**config.mk**
```make
export PLATFORM = sky130hd
export DESIGN_NAME = issue_scheduler_flat
export DESIGN_NICKNAME = d
export VERILOG_FILES = /design/src/rtl/issue_scheduler_pkg.sv /design/src/rtl/issue_scheduler_if.sv /design/src/rtl/rs_allocator.sv /design/src/rtl/issue_scheduler.sv /design/src/flat_wrapper.sv
export SDC_FILE = /design/constraint.sdc
export NUM_CORES = 1
export LEC_CHECK = 0
export ABC_CLOCK_PERIOD_IN_PS = 4100
export BUFFER_PORTS_ARGS = -buffer_cell sky130_fd_sc_hd__buf_4
export CORE_ASPECT_RATIO = 0.9
export CORE_UTILIZATION = 35
export DETAILED_ROUTE_END_ITERATION = 7
export GPL_ROUTABILITY_DRIVEN = 0
export PLACE_DENSITY = 0.64
export SETUP_SLACK_MARGIN = 0.4
export SLEW_MARGIN = 10
export SYNTH_ARGS = -nofsm -noshare
export SYNTH_HDL_FRONTEND = slang
export SYNTH_SLANG_ARGS = --single-unit
```
**constraint.sdc**
```tcl
create_clock -name Clock -period 4.1 [get_ports Clock]
set_clock_uncertainty 0.15 [all_clocks]
set_input_delay 0.615 -clock Clock [delete_from_list [all_inputs] [get_ports Clock]]
set_output_delay 0.615 -clock Clock [all_outputs]
set_load 0.1 [all_outputs]
```
**src/rtl/issue_scheduler_pkg.sv**
```systemverilog
// tomasulo_pkg: shared opcodes, instruction fields, sizing and tag mapping for the issue stage
package tomasulo_pkg;
  localparam int TAG_W = 3;
  localparam int N_ADD = 3;
  localparam int N_MUL = 2;
  localparam logic [3:0] OP_ADD = 4'b0000;
  localparam logic [3:0] OP_SUB = 4'b0001;
  localparam logic [3:0] OP_MUL = 4'b0100;
  localparam int OP_LSB = 0;
  localparam int RT_LSB = 4;
  localparam int RS_LSB = 7;
  localparam int RD_LSB = 10;
  typedef enum logic {EMPTY, HELD} state_t;
  function automatic logic [TAG_W-1:0] rs_tag(input int idx);
    return TAG_W'(idx + 1);
  endfunction
endpackage

```
**src/rtl/issue_scheduler_if.sv**
```systemverilog
// issue_scheduler_if: queue, release, CDB and dispatch signals of the issue stage
interface issue_scheduler_if #(
  parameter int N_ADD = tomasulo_pkg::N_ADD,
  parameter int N_MUL = tomasulo_pkg::N_MUL,
  parameter int TAG_W = tomasulo_pkg::TAG_W
);
  logic instValid;
  logic [15:0] instruction;
  logic avaliable;
  logic [N_ADD+N_MUL-1:0] rsFree;
  logic cdbValid;
  logic [TAG_W-1:0] cdbTag;
  logic issueValid;
  logic [TAG_W-1:0] issueTag;
  logic [3:0] issueOp;
  logic [2:0] issueRd;
  logic [2:0] issueRs;
  logic [2:0] issueRt;
  logic [TAG_W-1:0] issueQj;
  logic [TAG_W-1:0] issueQk;
  logic illegalOp;
  modport master (
    output instValid, instruction, rsFree, cdbValid, cdbTag,
    input avaliable, issueValid, issueTag, issueOp, issueRd, issueRs, issueRt, issueQj, issueQk, illegalOp
  );
  modport slave (
    input instValid, instruction, rsFree, cdbValid, cdbTag,
    output avaliable, issueValid, issueTag, issueOp, issueRd, issueRs, issueRt, issueQj, issueQk, illegalOp
  );
endinterface

```
**src/rtl/rs_allocator.sv**
```systemverilog
// rs_allocator: busy bits for all RSs and lowest-free-index pick within the requested class
module rs_allocator #(
  parameter int N_ADD = tomasulo_pkg::N_ADD,
  parameter int N_MUL = tomasulo_pkg::N_MUL,
  parameter int TAG_W = tomasulo_pkg::TAG_W
) (
  input  logic Clock,
  input  logic Reset,
  input  logic isMul,
  input  logic alloc,
  input  logic [N_ADD+N_MUL-1:0] rsFree,
  output logic free,
  output logic [TAG_W-1:0] tag
);
  import tomasulo_pkg::*;
  localparam int N_RS = N_ADD + N_MUL;
  logic [N_RS-1:0] busy, pick;
  // scan downward so the lowest free slot of the class is the last one written
  always_comb begin
    pick = '0;
    tag = '0;
    for (int i = N_RS - 1; i >= 0; i--)
      if (((i >= N_ADD) == isMul) && !busy[i]) begin
        pick = N_RS'(1) << i;
        tag = rs_tag(i);
      end
  end
  assign free = |pick;
  // releases land at the edge and are seen by allocation only in the next cycle
  always_ff @(posedge Clock)
    busy <= Reset ? '0 : (busy & ~rsFree) | (alloc ? pick : '0);
endmodule

```
**src/rtl/issue_scheduler.sv**
```systemverilog
// issue_scheduler: holds one instruction, allocates an RS, renames rd and dispatches with source tags
module issue_scheduler #(
  parameter int N_ADD = tomasulo_pkg::N_ADD,
  parameter int N_MUL = tomasulo_pkg::N_MUL,
  parameter int TAG_W = tomasulo_pkg::TAG_W
) (
  input logic Clock,
  input logic Reset,
  issue_scheduler_if.slave bus
);
  import tomasulo_pkg::*;
  state_t state;
  logic [15:0] hold;
  logic [TAG_W-1:0] reg_stat [8];
  logic [3:0] op;
  logic [2:0] rd, rs, rt;
  logic is_mul, legal, class_free, issue_now, accept;
  logic [TAG_W-1:0] tag, qj, qk;
  assign op = hold[OP_LSB +: 4];
  assign rd = hold[RD_LSB +: 3];
  assign rs = hold[RS_LSB +: 3];
  assign rt = hold[RT_LSB +: 3];
  assign is_mul = op == OP_MUL;
  assign legal = is_mul || op == OP_ADD || op == OP_SUB;
  assign issue_now = state == HELD && legal && class_free;
  assign bus.avaliable = state == EMPTY || issue_now;
  assign accept = bus.instValid && bus.avaliable;
  assign qj = (bus.cdbValid && bus.cdbTag == reg_stat[rs]) ? '0 : reg_stat[rs];
  assign qk = (bus.cdbValid && bus.cdbTag == reg_stat[rt]) ? '0 : reg_stat[rt];
  rs_allocator #(.N_ADD(N_ADD), .N_MUL(N_MUL), .TAG_W(TAG_W)) u_alloc (
    .Clock(Clock),
    .Reset(Reset),
    .isMul(is_mul),
    .alloc(issue_now),
    .rsFree(bus.rsFree),
    .free(class_free),
    .tag(tag)
  );
  // hold/issue FSM, register-status table and registered dispatch outputs; the rd rename beats a same-cycle CDB clear
  always_ff @(posedge Clock) begin
    if (Reset) begin
      state <= EMPTY;
      hold <= '0;
      reg_stat <= '{default: '0};
      bus.issueValid <= 1'b0;
      bus.illegalOp <= 1'b0;
      bus.issueTag <= '0;
      bus.issueOp <= '0;
      bus.issueRd <= '0;
      bus.issueRs <= '0;
      bus.issueRt <= '0;
      bus.issueQj <= '0;
      bus.issueQk <= '0;
    end else begin
      bus.issueValid <= issue_now;
      bus.illegalOp <= state == HELD && !legal;
      if (issue_now) begin
        bus.issueTag <= tag;
        bus.issueOp <= op;
        bus.issueRd <= rd;
        bus.issueRs <= rs;
        bus.issueRt <= rt;
        bus.issueQj <= qj;
        bus.issueQk <= qk;
      end
      for (int r = 0; r < 8; r++)
        reg_stat[r] <= (issue_now && rd == 3'(r)) ? tag : (bus.cdbValid && bus.cdbTag == reg_stat[r]) ? '0 : reg_stat[r];
      if (accept) hold <= bus.instruction;
      state <= accept ? HELD : (state == HELD && (issue_now || !legal)) ? EMPTY : state;
    end
  end
endmodule

```
**src/flat_wrapper.sv**
```systemverilog
// flat-port wrapper written by rule: the top's interface ports become plain ports
module issue_scheduler_flat import tomasulo_pkg::*;
#(
  parameter int N_ADD = tomasulo_pkg::N_ADD,
  parameter int N_MUL = tomasulo_pkg::N_MUL,
  parameter int TAG_W = tomasulo_pkg::TAG_W
)
  (Clock, Reset, bus_instValid, bus_instruction, bus_rsFree, bus_cdbValid, bus_cdbTag, bus_avaliable, bus_issueValid, bus_issueTag, bus_issueOp, bus_issueRd, bus_issueRs, bus_issueRt, bus_issueQj, bus_issueQk, bus_illegalOp);
  issue_scheduler_if #(.N_ADD(N_ADD), .N_MUL(N_MUL), .TAG_W(TAG_W)) bus_i ();
  input logic Clock;
  input logic Reset;
  input wire logic [$bits(bus_i.instValid)-1:0] bus_instValid;
  input wire logic [$bits(bus_i.instruction)-1:0] bus_instruction;
  input wire logic [$bits(bus_i.rsFree)-1:0] bus_rsFree;
  input wire logic [$bits(bus_i.cdbValid)-1:0] bus_cdbValid;
  input wire logic [$bits(bus_i.cdbTag)-1:0] bus_cdbTag;
  output wire logic [$bits(bus_i.avaliable)-1:0] bus_avaliable;
  output wire logic [$bits(bus_i.issueValid)-1:0] bus_issueValid;
  output wire logic [$bits(bus_i.issueTag)-1:0] bus_issueTag;
  output wire logic [$bits(bus_i.issueOp)-1:0] bus_issueOp;
  output wire logic [$bits(bus_i.issueRd)-1:0] bus_issueRd;
  output wire logic [$bits(bus_i.issueRs)-1:0] bus_issueRs;
  output wire logic [$bits(bus_i.issueRt)-1:0] bus_issueRt;
  output wire logic [$bits(bus_i.issueQj)-1:0] bus_issueQj;
  output wire logic [$bits(bus_i.issueQk)-1:0] bus_issueQk;
  output wire logic [$bits(bus_i.illegalOp)-1:0] bus_illegalOp;
  assign bus_i.instValid = bus_instValid;
  assign bus_i.instruction = bus_instruction;
  assign bus_i.rsFree = bus_rsFree;
  assign bus_i.cdbValid = bus_cdbValid;
  assign bus_i.cdbTag = bus_cdbTag;
  assign bus_avaliable = bus_i.avaliable;
  assign bus_issueValid = bus_i.issueValid;
  assign bus_issueTag = bus_i.issueTag;
  assign bus_issueOp = bus_i.issueOp;
  assign bus_issueRd = bus_i.issueRd;
  assign bus_issueRs = bus_i.issueRs;
  assign bus_issueRt = bus_i.issueRt;
  assign bus_issueQj = bus_i.issueQj;
  assign bus_issueQk = bus_i.issueQk;
  assign bus_illegalOp = bus_i.illegalOp;
  issue_scheduler #(.N_ADD(N_ADD), .N_MUL(N_MUL), .TAG_W(TAG_W)) u_core (.Clock(Clock), .Reset(Reset), .bus(bus_i));
endmodule
```
* After elaboration in Yosys (flattened, before gate mapping)
Cells that the tools add are included.
** Storage, ports and cells
- Bits in registers :: 67
- Input port bits :: 28
- Output and inout bits :: 25
- Logic and storage cells :: 135
** Cells by class
- Order comparisons :: 2
- Eq/ne operators :: 19
- Mux-type cells :: 37
- Bitwise gates (word level) :: 7
- Reductions and logical operators :: 50
** Operator list (count)
- $mux 3 :: 27
- $eq 3x3->1 :: 10
- $mux 5 :: 6
- $logic_and 1x1->1 :: 28
- $bmux 3 s3 :: 2
- $reduce_bool 2->1 :: 9
- $eq 3x3->1 const B :: 4
- $ge 4x4->1 const B :: 2
- $not 3->4 :: 2
- $eq 3x2->1 const B :: 2
- $logic_not 1->1 :: 6
- $and 5x5->5 :: 1
- $not 5->5 :: 1
- $or 5x5->5 :: 1
- $reduce_or 5->1 :: 1
- $eq 4x1->1 const B :: 1
- $eq 4x3->1 const B :: 1
- $logic_not 4->1 :: 1
- $logic_or 1x1->1 :: 4
- $eq 3x1->1 const B :: 1
- $logic_not 3->1 :: 1
- $mux 1 :: 2
- $not 1->1 :: 2

* Longest topological paths before layout
Gate-level depths: netlist of run 1.
- Word-level depth :: 13
- Gate-level depth with buffers :: 8
- Gate-level depth less buffers :: 6

* Cells and area by module
From an unflattened synthesis of run 1, not the netlist that was laid out.
** Unflattened totals
- Cell total of the unflattened synthesis :: 389
- Area total of the unflattened synthesis :: 3354.5 um^2
** Modules (own cells, without submodules)
- issue_scheduler :: times used 1, cells each 359, area an instance 3098.0 um^2, sequential area each 1241.2 um^2
- rs_allocator :: times used 1, cells each 30, area an instance 256.5 um^2, sequential area each 100.1 um^2

* Worst setup path after synthesis of run 1
No wires, ideal clock.
- Kind :: register to output
- Start point :: register u_core.hold[0]
- End point :: output port bus_avaliable
- Arrival :: 1.809 ns
- Data required time :: 3.335 ns
- Slack :: 1.526 ns
- Stages on the path, launching flop included :: 7
- Buffers on the path :: 2
- Cells stage by stage :: dfxtp_1 > or4b_1 > buf_2 > mux2i_2 > a21oi_1 > inv_2 > buf_4
** Between the ends
- Cells in the longest elaborated chain, start to end :: 10
- Elaborated cells on any way between the ends :: 20
- Those cells by class :: eq/ne: 2; mux: 5; bitwise: 1; reduce/logical: 12
** RTL lines
- start, declared :: line issue_scheduler.sv:13 : logic [15:0] hold;
- start signal, assigned :: line issue_scheduler.sv:68 : if (accept) hold <= bus.instruction;
- $eq 4x3->1 :: line issue_scheduler.sv:23 : assign is_mul = op == OP_MUL;
- $logic_and 1x1->1 :: line rs_allocator.sv:23 : if (((i >= N_ADD) == isMul) && !busy[i]) begin
- $mux 5 (5 in a row) :: line rs_allocator.sv:23
- $reduce_or 5->1 :: line rs_allocator.sv:28 : assign free = |pick;
- $logic_and 1x1->1 * :: line issue_scheduler.sv:25 : assign issue_now = state == HELD && legal && class_free;
- $logic_or 1x1->1 * :: line issue_scheduler.sv:26 : assign bus.avaliable = state == EMPTY || issue_now;
- end, declared :: line flat_wrapper.sv:17 : output wire logic [$bits(bus_i.avaliable)-1:0] bus_avaliable;
Every way passes the cells marked *; elsewhere a longest branch is shown, timed or not.

* Final worst setup path of run 1
Ends and elaborated chain as after synthesis.

==> summary.md, run 1 <==
| Metric | Value |
|---|---|
| Slew headroom | `41.71%` |
| Worst-case clock buffer depth | `2` |
| DRT antenna net count | `0` |
| Share of cells above drive strength 1 | `20.60%` |
| DR vias | `2,951` |
| Proportion of power drawn by flip-flops and latches | `47.2%` |
| Switching Share | `30.22%` |
| Synth warnings | `0` |
| DIE WIDTH | `108.0 um` |
| Slowest cell on crit path | `or4b_1` |
| Tightest Pin Transition | `0.8623 ns` |
| Part of the power in combinational logic | `15.6%` |
| Max-Cap Viols | `0` |
| Cell Chain, Critical Path | `or4b_1 -> mux2i_2 -> a21oi_1 -> buf_4 -> inv_2 -> buf_4` |
| # DRC | `0` |
| Die area | `0.01052 sq mm` |
| Yosys reg bits | `67` |
| Synth top area share | `37.91%` |
| Postcts setup bufs | `0` |
| Net Switching | `451.4 uW` |
| Unrepaired setup endpoints after global routing | `no` |
| Number of enable flip-flop cells after synthesis | `0` |
| Fmax | `304.2 MHz` |
| CTS tree | `built` |
| Unique masters post-synth | `50` |
| Fin nets | `455` |
| Crit path launch type | `flop` |
| Clock power share | `37.2%` |
| Wire per inst | `16.27 um` |
| Vias/cell | `5.289` |
| Skew-Pair Late Insertion Delay | `0.36 ns` |
| Largest net degree at the start of global routing | `53` |
| Worst Setup End Kind | `primary output` |
| GRT Overall Usage | `18.50%` |
| Number of diodes | `0` |
| Post-layout util | `42.44%` |
| PostCTS Resize Cnt | `0` |
| Critical path class | `flop to primary output` |
| Gr ovfl total | `0` |
| Seq/Total Area, Yosys | `37.91%` |
| Run status | `finished, final reports clean` |
| Starting DRT DRC Count | `144` |
| Leak pwr | `1.403 nW` |
| Final worst-path cycle share | `80.18%` |
| Core area | `0.009742 sq mm` |
| TritonCTS Sinks | `67` |
| Worst-path clk slew | `0.07 ns` |
| Vias in the first global route | `2,865` |
| Setup violators final | `0` |
| P_int | `1.042 mW` |
| TNS Setup | `0 ns` |
| CP Data Required Time | `3.34 ns` |
| First-pass GRT wire length | `14,720 um` |
| Pwr Density | `361.3 mW/mm^2` |
| Site Rows | `34` |
| Max incr delay on CP | `0.71 ns` |
| Initial Util | `36.32%` |
| Cell with the most instances after synthesis | `dfxtp_1` |
| IO buf count | `49` |
| Yosys top cell by area | `dfxtp_1` |
| H-tree depth | `3` |
| Filler instances | `965` |
| DRT Pass-1 Iters | `4` |
| Clk root buf | `clkbuf_8` |
| Synth top cells by count | `67 x dfxtp_1, 59 x nand2_1, 38 x mux2i_1` |
| Fin. max-slew vios | `0` |
| Worst hold path class | `flop to flop` |
| Initial antenna violation count | `0` |
| Critical Path AT | `2.52 ns` |
| Main synth FF type | `dfxtp_1` |
| Final Hold Viols | `0` |
| Crit-path most repeated cell | `buf_4` |
| Num ports | `53` |
| Synth Net Count | `422` |
| Post-DP HPWL | `6361 um` |
| Share of flip-flops with an asynchronous set or reset | `0%` |
| Top area cells in the synthesized netlist | `dfxtp_1 38%, mux2i_1 11%, nand2_1 6.3%` |
| Mean area per synthesized cell | `8.981 sq um` |
| Tmin final | `3.287 ns` |
| Syn-to-layout area delta | `16.83%` |
| Cell Area, Synth | `0.003538 sq mm` |
| Mapped Cells | `394` |
| DIE HEIGHT | `97.39 um` |
| Final Routed Wirelength | `9080 um` |
| Inserted Clock Buffers | `9` |
| Crit path max fanout | `15` |
| VDD IR max | `146.8 uV` |
| Hold buffer count at cts | `0` |
## worst paths after layout
path	from	slack, ns	depth (start not counted)	to
hold reg to reg	u_core.bus.issueRt[0]	0.31	2	u_core.bus.issueRt[0]
setup / recovery	u_core.hold[0]	0.81	6	bus_avaliable
hold / removal	u_core.bus.issueRt[0]	0.31	2	u_core.bus.issueRt[0]
setup reg to reg	u_core.hold[0]	1.37	5	u_core.reg_stat[21]
## layout make-up
| class | count | area, sq um | area share, % |
|---|---|---|---|
| clock buffers | 11 | 141.4 | 3.420 |
| flip-flops and latches | 67 | 1341 | 32.45 |
| clock inverters | 5 | 52.55 | 1.271 |
| multi-input cells | 291 | 2036 | 49.24 |
| well taps | 126 | 157.7 | 3.814 |
| inverters | 8 | 30.03 | 0.7264 |
| repair buffers | 50 | 375.4 | 9.080 |
## power groups by stage
| stage | combinational [mW] | sequential [mW] | clock, mW |
|---|---|---|---|
| after floorplan | 0.152 | 0.739 | 0 |
| after global placement | 0.230 | 0.718 | 0 |
| after detailed placement | 0.233 | 0.720 | 0 |
| after CTS | 0.234 | 0.704 | 0.567 |
| after global routing | 0.253 | 0.708 | 0.598 |
| final | 0.233 | 0.705 | 0.555 |
## stage by stage
| step | power (mW) | std cells | area, sq um | worst slack (ns) | hold WS, ns |
|---|---|---|---|---|---|
| after floorplan | 0.8913 | 394 | 3538 | 1.526 | 0.3133 |
| after global placement | 0.9479 | 542 | 3940 | 1.230 | 0.2953 |
| after detailed placement | 0.9530 | 542 | 3940 | 1.194 | 0.2998 |
| after CTS | 1.505 | 558 | 4134 | 0.7995 | 0.3094 |
| after global routing | 1.559 | 558 | 4134 | 0.6772 | 0.3335 |
| final | 1.494 | 558 | 4134 | 0.8128 | 0.3117 |
## flip-flops by register name, summed over array words and instances (netlist names)
| register | count |
|---|---|
| u_core.bus.illegalOp | 1 |
| u_core.bus.issueOp | 4 |
| u_core.bus.issueQj | 3 |
| u_core.bus.issueQk | 3 |
| u_core.bus.issueRd | 3 |
| u_core.bus.issueRs | 3 |
| u_core.bus.issueRt | 3 |
| u_core.bus.issueTag | 3 |
| u_core.bus.issueValid | 1 |
| u_core.hold | 13 |
| u_core.reg_stat | 24 |
| u_core.state | 1 |
| u_core.u_alloc.busy | 5 |
## critical path: cells and delay by family (launching register included)
kind            cells  cell delay, ns
buf+inv             3            0.72
flops               1            0.35
compound gates      1            0.10
mux                 1            0.28
simple gates        1            0.71
## placed cells by master, fill, tap and decap left out, types with 2 or more instances in the layout
cell type,Yosys,final
a21oi_1,37,37
a22o_1,4,4
a311o_1,2,2
a31oi_1,2,2
a41oi_1,4,4
and2_1,6,6
and3_1,4,4
buf_4,1,50
clkbuf_8,0,10
clkinv_2,0,3
dfxtp_1,67,67
inv_1,7,7
mux2_2,5,5
mux2i_1,38,38
mux4_2,5,5
nand2_1,59,59
nand2b_1,7,7
nand3_1,20,20
nand3b_1,4,4
nand4_1,6,6
nor2_1,10,10
nor2b_1,3,3
nor3_1,6,6
nor3_4,2,2
nor4_2,2,2
nor4_4,3,3
o21ai_0,14,14
o32ai_1,2,2
or3_1,2,2
or4_1,2,2
xnor2_1,25,25
xor2_1,2,2
## metal layers
layer / track usage [%] / part of all wire [%]
met5: 0 / 0
met3: 5.231 / 6.3
met1: 25.12 / 47
met2: 27.93 / 45
met4: 6.112 / 1.4
## kinds of logic after synthesis
logic type                synth area share [%]
and+or+nand+nor                          22.35
AOI/OAI and AO/OA                        12.16
DFF                                      37.91
muxes                                    16.34
buffers and inverters                    4.562
xor gates and xnor gates                 6.683
Note: power is estimated with default switching activity, not from simulation.
==> run 2: changes to the inputs <==
--- a/config.mk
+++ b/config.mk
@@ -5,7 +5,7 @@
 export SDC_FILE = /design/constraint.sdc
 export NUM_CORES = 1
 export LEC_CHECK = 0
-export ABC_CLOCK_PERIOD_IN_PS = 4100
+export ABC_CLOCK_PERIOD_IN_PS = 3240
 export BUFFER_PORTS_ARGS = -buffer_cell sky130_fd_sc_hd__buf_4
 export CORE_ASPECT_RATIO = 0.9
 export CORE_UTILIZATION = 35
==> constraint.sdc (replaced) <==
create_clock -name Clock -period 3.24 [get_ports Clock]
set_clock_uncertainty 0.15 [all_clocks]
set_input_delay 0.486 -clock Clock [delete_from_list [all_inputs] [get_ports Clock]]
set_output_delay 0.486 -clock Clock [all_outputs]
set_load 0.1 [all_outputs]
==> summary.md, run 2 (same netlist as run 1, synthesis figures left out) <==
| Metric | Value |
|---|---|
| Run status | `finished, final reports clean` |
| DRT antenna net count | `0` |
| DRT Pass-1 Iters | `4` |
| Final Routed Wirelength | `8854 um` |
| Fin cells | `564` |
| Crit path max fanout | `8` |
| Max reg flops | `24` |
| Crit path launch type | `flop` |
| Vias in the first global route | `2,918` |
| Setup slack, reg-to-reg | `0.76 ns` |
| Worst-path clk slew | `0.07 ns` |
| Num ports | `53` |
| Core area | `0.009742 sq mm` |
| Worst r2r dst | `u_core.bus.issueQj[0]` |
| Final Hold Viols | `0` |
| Leak pwr | `1.431 nW` |
| Gr ovfl total | `0` |
| Syn-to-layout area delta | `18.21%` |
| Site Rows | `34` |
| GRT Overall Usage | `18.12%` |
| Fin nets | `462` |
| Die area | `0.01052 sq mm` |
| H-tree depth | `3` |
| Initial antenna violation count | `0` |
| Starting DRT DRC Count | `183` |
| Worst R2R Path Depth | `5` |
| Post-DP HPWL | `6306 um` |
| Slew headroom | `48.25%` |
| Critical path class | `flop to primary output` |
| DIE HEIGHT | `97.39 um` |
| Skew-Pair Late Insertion Delay | `0.35 ns` |
| IO buf count | `49` |
| Tmin final | `2.693 ns` |
| Worst hold path class | `input port to flop` |
| CTS tree | `built` |
| Hold depth | `3` |
| Most frequent cells in the layout | `67 x dfxtp_1, 59 x nand2_1, 56 x buf_4` |
| Number of diodes | `0` |
| Clk root buf | `clkbuf_8` |
| Largest Register | `u_core.reg_stat` |
| CP Data Required Time | `2.60 ns` |
| Setup violators final | `0` |
| Unrepaired setup endpoints after global routing | `no` |
| Placed insts | `547` |
| Total chip power | `1.868 mW` |
| Inserted Clock Buffers | `9` |
| Largest net degree at the start of global routing | `53` |
| TNS Setup | `0 ns` |
| VDD IR max | `168.8 uV` |
| Pwr Density | `446.7 mW/mm^2` |
| Fmax | `371.4 MHz` |
| Vias/cell | `5.307` |
| TritonCTS Sinks | `67` |
| Critical Path AT | `2.06 ns` |
| Worst Setup End Kind | `primary output` |
| Final worst-path cycle share | `83.10%` |
| Share of cells above drive strength 1 | `21.92%` |
| DIE WIDTH | `108.0 um` |
| Worst-case clock buffer depth | `2` |
| Wire per inst | `15.70 um` |
| DR vias | `2,993` |
| Tightest Pin Transition | `0.7751 ns` |
| R2R Path Start | `u_core.hold[0]` |
| Initial Util | `36.32%` |
| First-pass GRT wire length | `14,860 um` |
| # DRC | `0` |
| Fin. max-slew vios | `0` |
| Max-Cap Viols | `0` |
| Commonest non-fill, non-tap cell in the layout | `dfxtp_1` |
| Hold path start | `bus_instruction[11]` |
| Worst hold endpoint | `u_core.hold[11]` |
| Top Registers | `u_core.reg_stat (24), u_core.hold (13), u_core.u_alloc.busy (5)` |
## run 2: worst max-delay path, cell delays in order, from the launching register on
cell and delay [ns]:
dfxtp_1 0.36, or4b_4 0.62, mux2i_2 0.19, a21oi_1 0.24, inv_2 0.10, buf_6 0.20
## run 2: area by class of cell
class / count / area [sq um]
inverters: 8 / 30.03
well taps: 126 / 157.7
multi-input cells: 291 / 2039
fillers: 958 / 5559
clock buffers: 10 / 127.6
clock inverters: 5 / 55.05
repair buffers: 57 / 431.7
flip-flops and latches: 67 / 1341
## run 2: repair_timing
action                                  CTS  global route
endpoints found under the hold margin     0             0
buffers inserted                          0             2
hold buffers                              0             0
gates resized for setup                   2             0
endpoints found under the setup margin    1             1
## run 2: worst max path at each step
stage / start / end / slack, ns / cells past startpoint
floorplan: u_core.hold[0] / bus_avaliable / 0.80 / 6
global placement: u_core.hold[0] / bus_avaliable / 0.63 / 5
detailed placement: u_core.hold[0] / bus_avaliable / 0.61 / 5
CTS: u_core.hold[0] / bus_avaliable / 0.42 / 5
global route: u_core.hold[0] / bus_avaliable / 0.45 / 5
finish: u_core.hold[0] / bus_avaliable / 0.55 / 5
## run 2: power by group
group          leakage, nW  internal, mW  switching [mW]  total [mW]
Clock               0.0881         0.348           0.321       0.670
Combinational        0.800         0.109           0.200       0.308
Sequential           0.543         0.847          0.0431       0.890
Total                 1.43          1.30           0.564        1.87
## run 2: metal layers
| layer | GRT usage, % | share of wire (%) |
|---|---|---|
| met2 | 27.34 | 44 |
| met1 | 25.70 | 49 |
| met3 | 4.695 | 5.5 |
| met4 | 3.899 | 1.4 |
| met5 | 0 | 0 |
## run 2: per-stage QoR
step | instance area (sq um) | utilization (%) | hold WS (ns) | setup WS, ns
after floorplan | 3538 | - | 0.3133 | 0.7950
after global placement | 3978 | 40.83 | 0.2950 | 0.6288
after detailed placement | 3978 | 40.83 | 0.3057 | 0.6071
after CTS | 4168 | 42.78 | 0.2359 | 0.4196
after global routing | 4183 | 42.94 | 0.2388 | 0.4454
final | 4183 | 42.94 | 0.2441 | 0.5475
